## src/rtl/sum_pow_seq_if.sv

```systemverilog
`default_nettype none
// ============================================================================
//  Module  : sum_pow_seq_if
//  Brief   : start/busy/done handshake and result bus for sum_pow_seq.
//  Rev     : 1.0  initial release
// ============================================================================
interface sum_pow_seq_if #(
    parameter int WIDTH   = 32,
    parameter int N_WIDTH = 16
);
    logic               start;
    logic [N_WIDTH-1:0] n;
    logic [1:0]         mode;
    logic               busy;
    logic               done;
    logic [WIDTH-1:0]   result;
    logic               overflow;

    modport master (
        output start, n, mode,
        input  busy, done, result, overflow
    );

    modport slave (
        input  start, n, mode,
        output busy, done, result, overflow
    );
endinterface
`default_nettype wire

```

## src/rtl/sum_pow_seq.sv

```systemverilog
`default_nettype none
// ============================================================================
//  Module  : sum_pow_seq
//  Brief   : sequential series accumulator, S = sum(i^k, i=0..n), one term per
//            clock. Define SUM_POW_SAT_EN to saturate the sum on overflow.
//  Rev     : 1.0  initial release
// ============================================================================
module sum_pow_seq #(
    parameter int WIDTH   = 32,
    parameter int N_WIDTH = 16
) (
    input  wire logic     clk,
    input  wire logic     rst,
    sum_pow_seq_if.slave  bus
);
    localparam int         c_TERM_W = 3 * N_WIDTH;
    localparam logic [1:0] c_IDLE   = 2'd0;
    localparam logic [1:0] c_ACCUM  = 2'd1;
    localparam logic [1:0] c_DONE   = 2'd2;

    logic [1:0]          r_state;
    logic [N_WIDTH-1:0]  r_n;
    logic [N_WIDTH-1:0]  r_i;
    logic [1:0]          r_mode;
    logic [WIDTH-1:0]    r_acc;
    logic                r_ovf;
    logic                r_busy;
    logic                r_done;
    logic [WIDTH-1:0]    r_result;
    logic                r_overflow;

    logic [2*N_WIDTH-1:0] w_i2;
    logic [2*N_WIDTH-1:0] w_sq;
    logic [c_TERM_W-1:0]  w_i3;
    logic [c_TERM_W-1:0]  w_cube;
    logic [c_TERM_W-1:0]  w_term3;
    logic [WIDTH-1:0]     w_term;
    logic                 w_term_hi;
    logic [WIDTH:0]       w_sum;
    logic                 w_ovf_next;
    logic [WIDTH-1:0]     w_acc_next;

    // Operands are widened before multiplying so no product is truncated.
    assign w_i2   = {{N_WIDTH{1'b0}}, r_i};
    assign w_i3   = {{(2*N_WIDTH){1'b0}}, r_i};
    assign w_sq   = w_i2 * w_i2;
    assign w_cube = {{N_WIDTH{1'b0}}, w_sq} * w_i3;

    always_comb begin
        w_term3 = '0;
        case (r_mode)
            2'd0:    w_term3 = w_i3;
            2'd1:    w_term3 = {{N_WIDTH{1'b0}}, w_sq};
            2'd2:    w_term3 = w_cube;
            default: w_term3 = {{(c_TERM_W-1){1'b0}}, 1'b1};
        endcase
    end

    generate
        if (c_TERM_W > WIDTH) begin : g_term_trunc
            assign w_term    = w_term3[WIDTH-1:0];
            assign w_term_hi = |w_term3[c_TERM_W-1:WIDTH];
        end else if (c_TERM_W == WIDTH) begin : g_term_exact
            assign w_term    = w_term3;
            assign w_term_hi = 1'b0;
        end else begin : g_term_ext
            assign w_term    = {{(WIDTH-c_TERM_W){1'b0}}, w_term3};
            assign w_term_hi = 1'b0;
        end
    endgenerate

    assign w_sum      = {1'b0, r_acc} + {1'b0, w_term};
    assign w_ovf_next = r_ovf | w_term_hi | w_sum[WIDTH];

`ifdef SUM_POW_SAT_EN
    // Sticky overflow pins the accumulator at all-ones for the rest of the run.
    assign w_acc_next = w_ovf_next ? {WIDTH{1'b1}} : w_sum[WIDTH-1:0];
`else
    assign w_acc_next = w_sum[WIDTH-1:0];
`endif

    always_ff @(posedge clk or posedge rst) begin
        if (rst) begin
            r_state    <= c_IDLE;
            r_n        <= '0;
            r_i        <= '0;
            r_mode     <= 2'd0;
            r_acc      <= '0;
            r_ovf      <= 1'b0;
            r_busy     <= 1'b0;
            r_done     <= 1'b0;
            r_result   <= '0;
            r_overflow <= 1'b0;
        end else begin
            r_done <= 1'b0;
            case (r_state)
                c_IDLE, c_DONE: begin
                    if (bus.start) begin
                        r_n     <= bus.n;
                        r_mode  <= bus.mode;
                        r_i     <= '0;
                        r_acc   <= '0;
                        r_ovf   <= 1'b0;
                        r_busy  <= 1'b1;
                        r_state <= c_ACCUM;
                    end else begin
                        r_state <= c_IDLE;
                    end
                end
                c_ACCUM: begin
                    r_acc <= w_acc_next;
                    r_ovf <= w_ovf_next;
                    // Compare before incrementing so n = all-ones terminates.
                    if (r_i == r_n) begin
                        r_result   <= w_acc_next;
                        r_overflow <= w_ovf_next;
                        r_done     <= 1'b1;
                        r_busy     <= 1'b0;
                        r_state    <= c_DONE;
                    end else begin
                        r_i <= r_i + 1'b1;
                    end
                end
                default: begin
                    r_busy  <= 1'b0;
                    r_state <= c_IDLE;
                end
            endcase
        end
    end

    assign bus.busy     = r_busy;
    assign bus.done     = r_done;
    assign bus.result   = r_result;
    assign bus.overflow = r_overflow;
endmodule
`default_nettype wire

```

## src/flat_wrapper.sv

```systemverilog
// flat-port wrapper written by rule: the top's interface ports become plain ports
module sum_pow_seq_flat 
#(
    parameter int WIDTH   = 32,
    parameter int N_WIDTH = 16
)
  (clk, rst, bus_start, bus_n, bus_mode, bus_busy, bus_done, bus_result, bus_overflow);
  sum_pow_seq_if #(.WIDTH(WIDTH), .N_WIDTH(N_WIDTH)) bus_i ();
  input  wire logic clk;
  input  wire logic rst;
  input wire logic [$bits(bus_i.start)-1:0] bus_start;
  input wire logic [$bits(bus_i.n)-1:0] bus_n;
  input wire logic [$bits(bus_i.mode)-1:0] bus_mode;
  output wire logic [$bits(bus_i.busy)-1:0] bus_busy;
  output wire logic [$bits(bus_i.done)-1:0] bus_done;
  output wire logic [$bits(bus_i.result)-1:0] bus_result;
  output wire logic [$bits(bus_i.overflow)-1:0] bus_overflow;
  assign bus_i.start = bus_start;
  assign bus_i.n = bus_n;
  assign bus_i.mode = bus_mode;
  assign bus_busy = bus_i.busy;
  assign bus_done = bus_i.done;
  assign bus_result = bus_i.result;
  assign bus_overflow = bus_i.overflow;
  sum_pow_seq #(.WIDTH(WIDTH), .N_WIDTH(N_WIDTH)) u_core (.clk(clk), .rst(rst), .bus(bus_i));
endmodule
```

## config.mk

```make
export PLATFORM = sky130hd
export DESIGN_NAME = sum_pow_seq_flat
export DESIGN_NICKNAME = d
export VERILOG_FILES = /design/src/rtl/sum_pow_seq_if.sv /design/src/rtl/sum_pow_seq.sv /design/src/flat_wrapper.sv
export SDC_FILE = /design/constraint.sdc
export NUM_CORES = 2
export LEC_CHECK = 0
export CAP_MARGIN = 20
export CORE_MARGIN = 2
export CORE_UTILIZATION = 29
export CTS_CLUSTER_DIAMETER = 80
export DETAILED_ROUTE_END_ITERATION = 10
export PLACE_DENSITY = 0.42
export SLEW_MARGIN = 10
export SYNTH_ARGS = -nofsm -noshare
export SYNTH_HDL_FRONTEND = slang
export SYNTH_SLANG_ARGS = --single-unit
```

## constraint.sdc

```tcl
create_clock -name clk -period 11.98 [get_ports clk]
set_input_delay 2.396 -clock clk [delete_from_list [all_inputs] [get_ports clk]]
set_output_delay 2.396 -clock clk [all_outputs]
set_load 0.02 [all_outputs]
```

==> After elaboration in Yosys (flattened, before gate mapping) <==
Index checks and enable logic that the tools add are counted.
{ "classes": {"multipliers": 2, "bitwise_logic": 2, "n_mux": 16, "n_eq_ne": 8, "addsub": 2, "reduce_logical": 10} }
{ "op_table": {"columns": ["operator", "count"], "rows": [
  ["one-hot mux 48 bit (3 select lines)", 1],
  ["one-hot mux 32 bit (2 select lines)", 1],
  ["multiplier 32 x 16 -> 48 bit", 1],
  ["adder 32 x 32 -> 33 bit", 1],
  ["multiplier 16 x 16 -> 32 bit", 1],
  ["2-to-1 mux 16 bit", 2],
  ["2-to-1 mux 32 bit", 1],
  ["one-hot mux 16 bit (2 select lines)", 1],
  ["adder 16 x 1 -> 16 bit (second input constant)", 1],
  ["== test 16 bit", 1],
  ["OR reduction 16 bit", 1],
  ["AND reduction 2 bit", 4],
  ["2-to-1 mux 1 bit", 6],
  ["== test 2 x 1 -> 1 bit (second input constant)", 2],
  ["== test 2 bit (second input constant)", 2],
  ["logical NOT 2 bit", 2],
  ["!= test 2 bit (second input constant)", 2],
  ["one-hot mux 1 bit (2 select lines)", 2],
  ["one-hot mux 2 bit (2 select lines)", 1],
  ["AND reduction 3 bit", 1],
  ["2-to-1 mux 2 bit", 1],
  ["!= test 2 x 1 -> 1 bit (second input constant)", 1],
  ["OR 1 bit", 2],
  ["nonzero test 2 bit", 1],
  ["OR reduction 2 bit", 1]
]} }
{ "totals": {"output_inout_bits": 35, "in_bits": 21, "ff_bits": 104} }

==> Logic depth before layout (Yosys ltp) <==
{ "depth": {"word_depth": 7, "depth_mapped": 56, "mapped_depth_nobuf": 52} }

==> Least setup slack after synthesis <==
Ideal clock, no wire load.
{ "synth_timing": {"kind": "flip-flop to flip-flop", "startpoint": "register u_core.r_i[9]", "endpoint": "register u_core.r_result[30] (netlist: u_core.bus.result[30])", "setup_slack_ns": -0.895, "arrival_ns": 12.750, "stages_incl_launch_ff": 52, "path_cell_list": "dfrtp_1 > clkbuf_1 > clkbuf_1 > clkbuf_1 > nand2_1 > fa_1 > fa_1 > inv_1 > fa_1 > fa_1 > fa_1 > inv_1 > fa_1 > inv_1 > ha_1 > a21oi_1 > nand2_1 > a21oi_1 > [... 16 more ...] > a21oi_1 > o211a_1 > o21ai_1 > a21oi_1 > xor2_1 > o2bb2ai_1 > ha_1 > clkbuf_1 > a21o_1 > a21o_1 > a21o_1 > a21o_1 > a21o_1 > a211oi_1 > o31ai_1 > a21oi_1 > xnor2_1 > mux2_2"} }
{ "synth_between": {"elab_chain_len": 4, "elab_cells_between_ends": 6, "classes_between": "1 x add/sub; 2 x mul; 1 x eq/ne; 1 x mux; 1 x reduce/logical"} }
{ "synth_lines": {"columns": ["item", "line", "text"], "rows": [
  ["from (decl)", "sum_pow_seq.sv:23", "logic [N_WIDTH-1:0] r_i;"],
  ["from (signal assigned)", "sum_pow_seq.sv:121", "r_i <= r_i + 1'b1;"],
  ["multiplier 16 x 16 -> 32 bit", "sum_pow_seq.sv:46", "assign w_sq = w_i2 * w_i2;"],
  ["multiplier 32 x 16 -> 48 bit", "sum_pow_seq.sv:47", "assign w_cube = {{N_WIDTH{1'b0}}, w_sq} * w_i3;"],
  ["one-hot mux 48 bit (3 select lines)", "sum_pow_seq.sv:51", "case (r_mode)"],
  ["adder 32 x 32 -> 33 bit", "sum_pow_seq.sv:72", "assign w_sum = {1'b0, r_acc} + {1'b0, w_term};"],
  ["to (signal assigned)", "sum_pow_seq.sv:115", "r_result <= w_acc_next;"],
  ["to (decl)", "sum_pow_seq.sv:29", "logic [WIDTH-1:0] r_result;"]
]} }
Several ways; a longest one is shown, not always the timed one.
A chain may end at the register's enable or synchronous reset.

==> Worst setup path in the final report <==
{ "layout_timing": {"startpoint": "register u_core.r_i[2]", "endpoint": "register u_core.r_result[30] (netlist: u_core.bus.result[30])"} }
The elaborated chain is that of the path after synthesis.

==> impl_summary.md <==
Die
The I/O pin count is 56. The die is 323 um wide. The effective utilization at floorplan is 29.3%. The site row count is 116. The core region is 0.100 mm^2. The floorplan step defined a die boundary enclosing 0.104 mm^2. The height of the chip is about 320 um.

Setup path
In this run the critical register-to-register path is captured at u_core.bus.result[30]. Counting cells, the worst reg-to-reg path comes to 50. Data on the critical path is required at its endpoint by 12280 ps.

The worst register-to-register path has a setup slack of -200 ps. The slowest stage of the critical path belongs to the cell sky130_fd_sc_hd__fa_1. The launching instance or port of the critical path is u_core.r_i[2]. STA classifies the critical path endpoint as a flip-flop.

The critical setup path kind is flip-flop to flip-flop. The cell seen most often among critical-path stages is sky130_fd_sc_hd__fa_1. STA puts the critical path data arrival time at about 12000 ps.

The startpoint identified for the worst register-to-register timing path is u_core.r_i[2]. On the worst path, the slowest cell contributes a delay of about 550 ps. The category of the worst setup path launch point is a flip-flop. The highest net fanout along the worst path is 6.

Synthesis
Yosys instantiated no cell more often than sky130_fd_sc_hd__inv_1. Synthesis produced a netlist whose cell count is about 3300. Counting every net in the synthesized netlist gives 4168. After Yosys synthesis, and, or, nand and nor cells account for 15.0% of the synthesized area. After Yosys synthesis, full adders, half adders and majority gates account for 49.4% of the synthesized area. The cell area after synthesis is slightly below 0.03 mm^2. Of all flip-flops after synthesis, the portion carrying an async set or reset was 100%.

After synthesis, the most frequently instantiated cells are 691 x sky130_fd_sc_hd__inv_1, 568 x sky130_fd_sc_hd__fa_1, 473 x sky130_fd_sc_hd__nand2_1, 254 x sky130_fd_sc_hd__ha_1, 224 x sky130_fd_sc_hd__and2_1. The mean cell area of the mapped netlist is between 8 and 9 um^2. The share of the Yosys chip area taken by registers is 8.84%.

The largest total area in the synthesized netlist belongs to sky130_fd_sc_hd__fa_1. In the synthesized netlist the dominant register cell turns out to be sky130_fd_sc_hd__dfrtp_1. Sorting the synthesized cells by area gives the leading types as sky130_fd_sc_hd__fa_1 39%, sky130_fd_sc_hd__ha_1 11%, sky130_fd_sc_hd__dfrtp_1 8.8%. The unique cell type count in the Yosys netlist is 79. The post-synthesis xor/xnor area fraction is 3.66%. The portion of synthesized area spent on multiplexers is 2.37%. Of the post-synthesis cell area, the dominant cell type holds between 30% and 40%. The number of synthesized register bits is approximately 100. The synthesized-area fraction occupied by ao, oa, aoi and oai cells is 9.80%.

During synthesis, Yosys emitted a total of 0 warnings. Counting flops with a built-in enable in the synthesized netlist gives 0. The combinational family with the most area after synthesis is adder cells.

Min path
The worst hold path terminates at u_core.bus.busy. The startpoint identified for the worst hold timing path is u_core.bus.busy. Counting instances, the worst hold path has a depth of 1. The kind of path behind the tightest hold check is flip-flop to flip-flop.

Global route
Entering global routing, the biggest net connects 60 pins. The total overflow left after global routing is 0. The via count of the first global-routing pass is 25400. The number of antenna violations at the first check in global routing came to 2. The first global-routing pass estimated ~150000 um of wire. The total global-route track usage is 18.3%.

Clock network
The clock latency of the later-clocked register in the worst-skew pair is 400 ps. The number of buffers created by CTS is 9. The clock sink count is around 100. The clock tree buffer depth is 2.

After clock tree synthesis, the clock-pin slew on the worst setup and hold paths is 90 ps. CTS built an H-tree with a depth of 3. TritonCTS built the clock tree. The master cell of the clock root buffer is sky130_fd_sc_hd__clkbuf_16. The post-cts hold buffer count is 0.

Timing
The final setup slack of the worst path is -200 ps. Setup violations remaining at the end of the flow were counted as 12. Setup repair after global routing could not meet its margin everywhere.

The clock arrives with 14.6 ps of skew. The timing-limited maximum frequency is 82.1 MHz. The relative max-transition margin is between 30 and 40%.

The number of failing hold endpoints at the final stage was 0. The count of pins over their slew limit came to 0. After layout, the worst path uses 102% of the clock period. At the pin with the least slew margin, the transition time is between 900 and 1000 ps. The time the worst path needs with I/O delays and setup is 12180 ps.

Run status
The checks that failed: setup timing. The flow ran to the end, but the final reports show violations.

Place
Buffers placed on the I/O ports in this run total 55. The worst setup timing slack at the placement stage is -936 ps. Detailed placement finished with a half-perimeter wire length of approximately 76000 um.

The weighted congestion at the end of routability-driven global placement is 0.847.

Pwr
The static leakage is approximately 18 nW. The power after layout is 8.66 mW. The worst IR drop on VDD is 0.567 mV. Dividing total power by cell area gives a power density of ~230 mW/mm^2.

Cells and area
The post-route netlist has 22.3% of its cells at a drive strength greater than 1. Measured on the finished design, the core utilization comes to 37.0%. Compared with the post-synthesis result, the final layout area differs by 26.2%.

For this run, the post-layout net count is 4642.

Routing
In the final routed layout, each cell accounts on average for ~18 um. The detail route stage leaves a number of antenna-violating nets equal to 0. After detailed routing, the number of vias per cell comes to 4.55.

The DRC marker count from the first detailed-route iteration is 1067. In the routed design, unresolved DRC markers number 0. The number of iterations in the first detailed-routing pass is 5. The number of vias after detailed routing is 23500.

For this block, the routed nets add up to 90900 um of wire.

Job
Across the run, the number of max-cap violations was 0.
flip-flops by register name, summed over array words and instances, names as in the netlist, 2 cells and up:
register and flops:
u_core.bus.result 32, u_core.r_acc 32, u_core.r_state 2, u_core.r_mode 2, u_core.r_i 16, u_core.r_n 16
kinds of logic (layout without fill, tap and decap cells):
logic type,Yosys count,in the layout
AOI/OAI and AO/OA,429,429
xor gates and xnor gates,123,123
adders and majority gates,822,822
buffers and inverters,851,1330
DFF,104,104
muxes,64,64
other,0,1
and+or+nand+nor,932,932
per-layer routing:
layer / wire length (um) / up-vias / GRT usage [%]
met2: 43300 / 310 / 30.2
li1: - / 11200 / -
met3: 2450 / 80 / 1.61
met4: 2050 / 0 / 4.39
met5: 0 / - / 0
met1: 43100 / 11900 / 25.8
stage by stage:
stage	hold slack, ps	TNS, ps	std cells	area (um^2)
2_1_floorplan	449	-558	3325	29900
3_3_place_gp	466	-14910	5095	35400
3_5_place_dp	467	-13320	5095	35400
4_1_cts	485	-2930	5148	36600
5_1_grt	499	-12020	5161	37200
6_report	478	-1470	5162	37200
layout make-up:
type	instances	area, um^2
inverter	692	2600
tap	1357	1700
timing repair buffer	622	4990
clock buffer	9	225
clock inverter	7	77.6
sequential	104	2620
multi-input combinational	2370	24900
fill	10600	63300
antenna	1	2.50
worst max path at each step:
stage                                 end  slack, ps  cells past startpoint
floorplan                    u_core.r_ovf       -160                     51
global placement             u_core.r_ovf      -1010                     48
detailed placement           u_core.r_ovf       -940                     48
CTS                          u_core.r_ovf       -380                     48
global route        u_core.bus.result[30]       -750                     52
finish              u_core.bus.result[30]       -200                     50
worst max-delay path: cells and delay by family (launching register included):
family | cells | cell delay (ps)
fa+ha+maj | 15 | 6890
compound gates | 14 | 2340
buf+inv | 11 | 860
simple gates | 6 | 720
xor+xnor | 3 | 540
flops | 1 | 470
mux | 1 | 270
report_power, final:
part           switching, mW  internal [mW]  leakage, nW
clock                  0.171          0.148        0.144
combinational           4.39           3.42         16.3
sequential            0.0699          0.464         1.33
total                   4.63           4.03         17.8
cells in the final DEF, fill, tap and decap left out, drive strengths merged, types with 10 or more instances in the layout:
cell	netlist	layout
buf	20	567
and2	224	224
mux2	47	47
o21ai	91	91
nor2	86	86
o21bai	13	13
a22o	27	27
mux2i	17	17
a21o	53	53
nand4	22	22
nand2	473	473
nand3	14	14
and3	18	18
xor2	53	53
clkdlybuf4s50	0	55
o211ai	12	12
a21oi	115	115
fa	568	568
nor3	18	18
nor4	11	11
nand2b	18	18
a31oi	12	12
dfrtp	104	104
ha	254	254
o2bb2ai	10	10
inv	691	693
a211oi	14	14
nor2b	21	21
xnor2	70	70
o21a	21	21
repair_timing:
action                     in CTS  in global routing
gates resized for setup       128                 99
gates cloned                    0                  0
pin swaps                      79                 43
setup endpoints to repair      25                 30
setup buffers                  38                 15
Power figures use the tool's default switching activity.
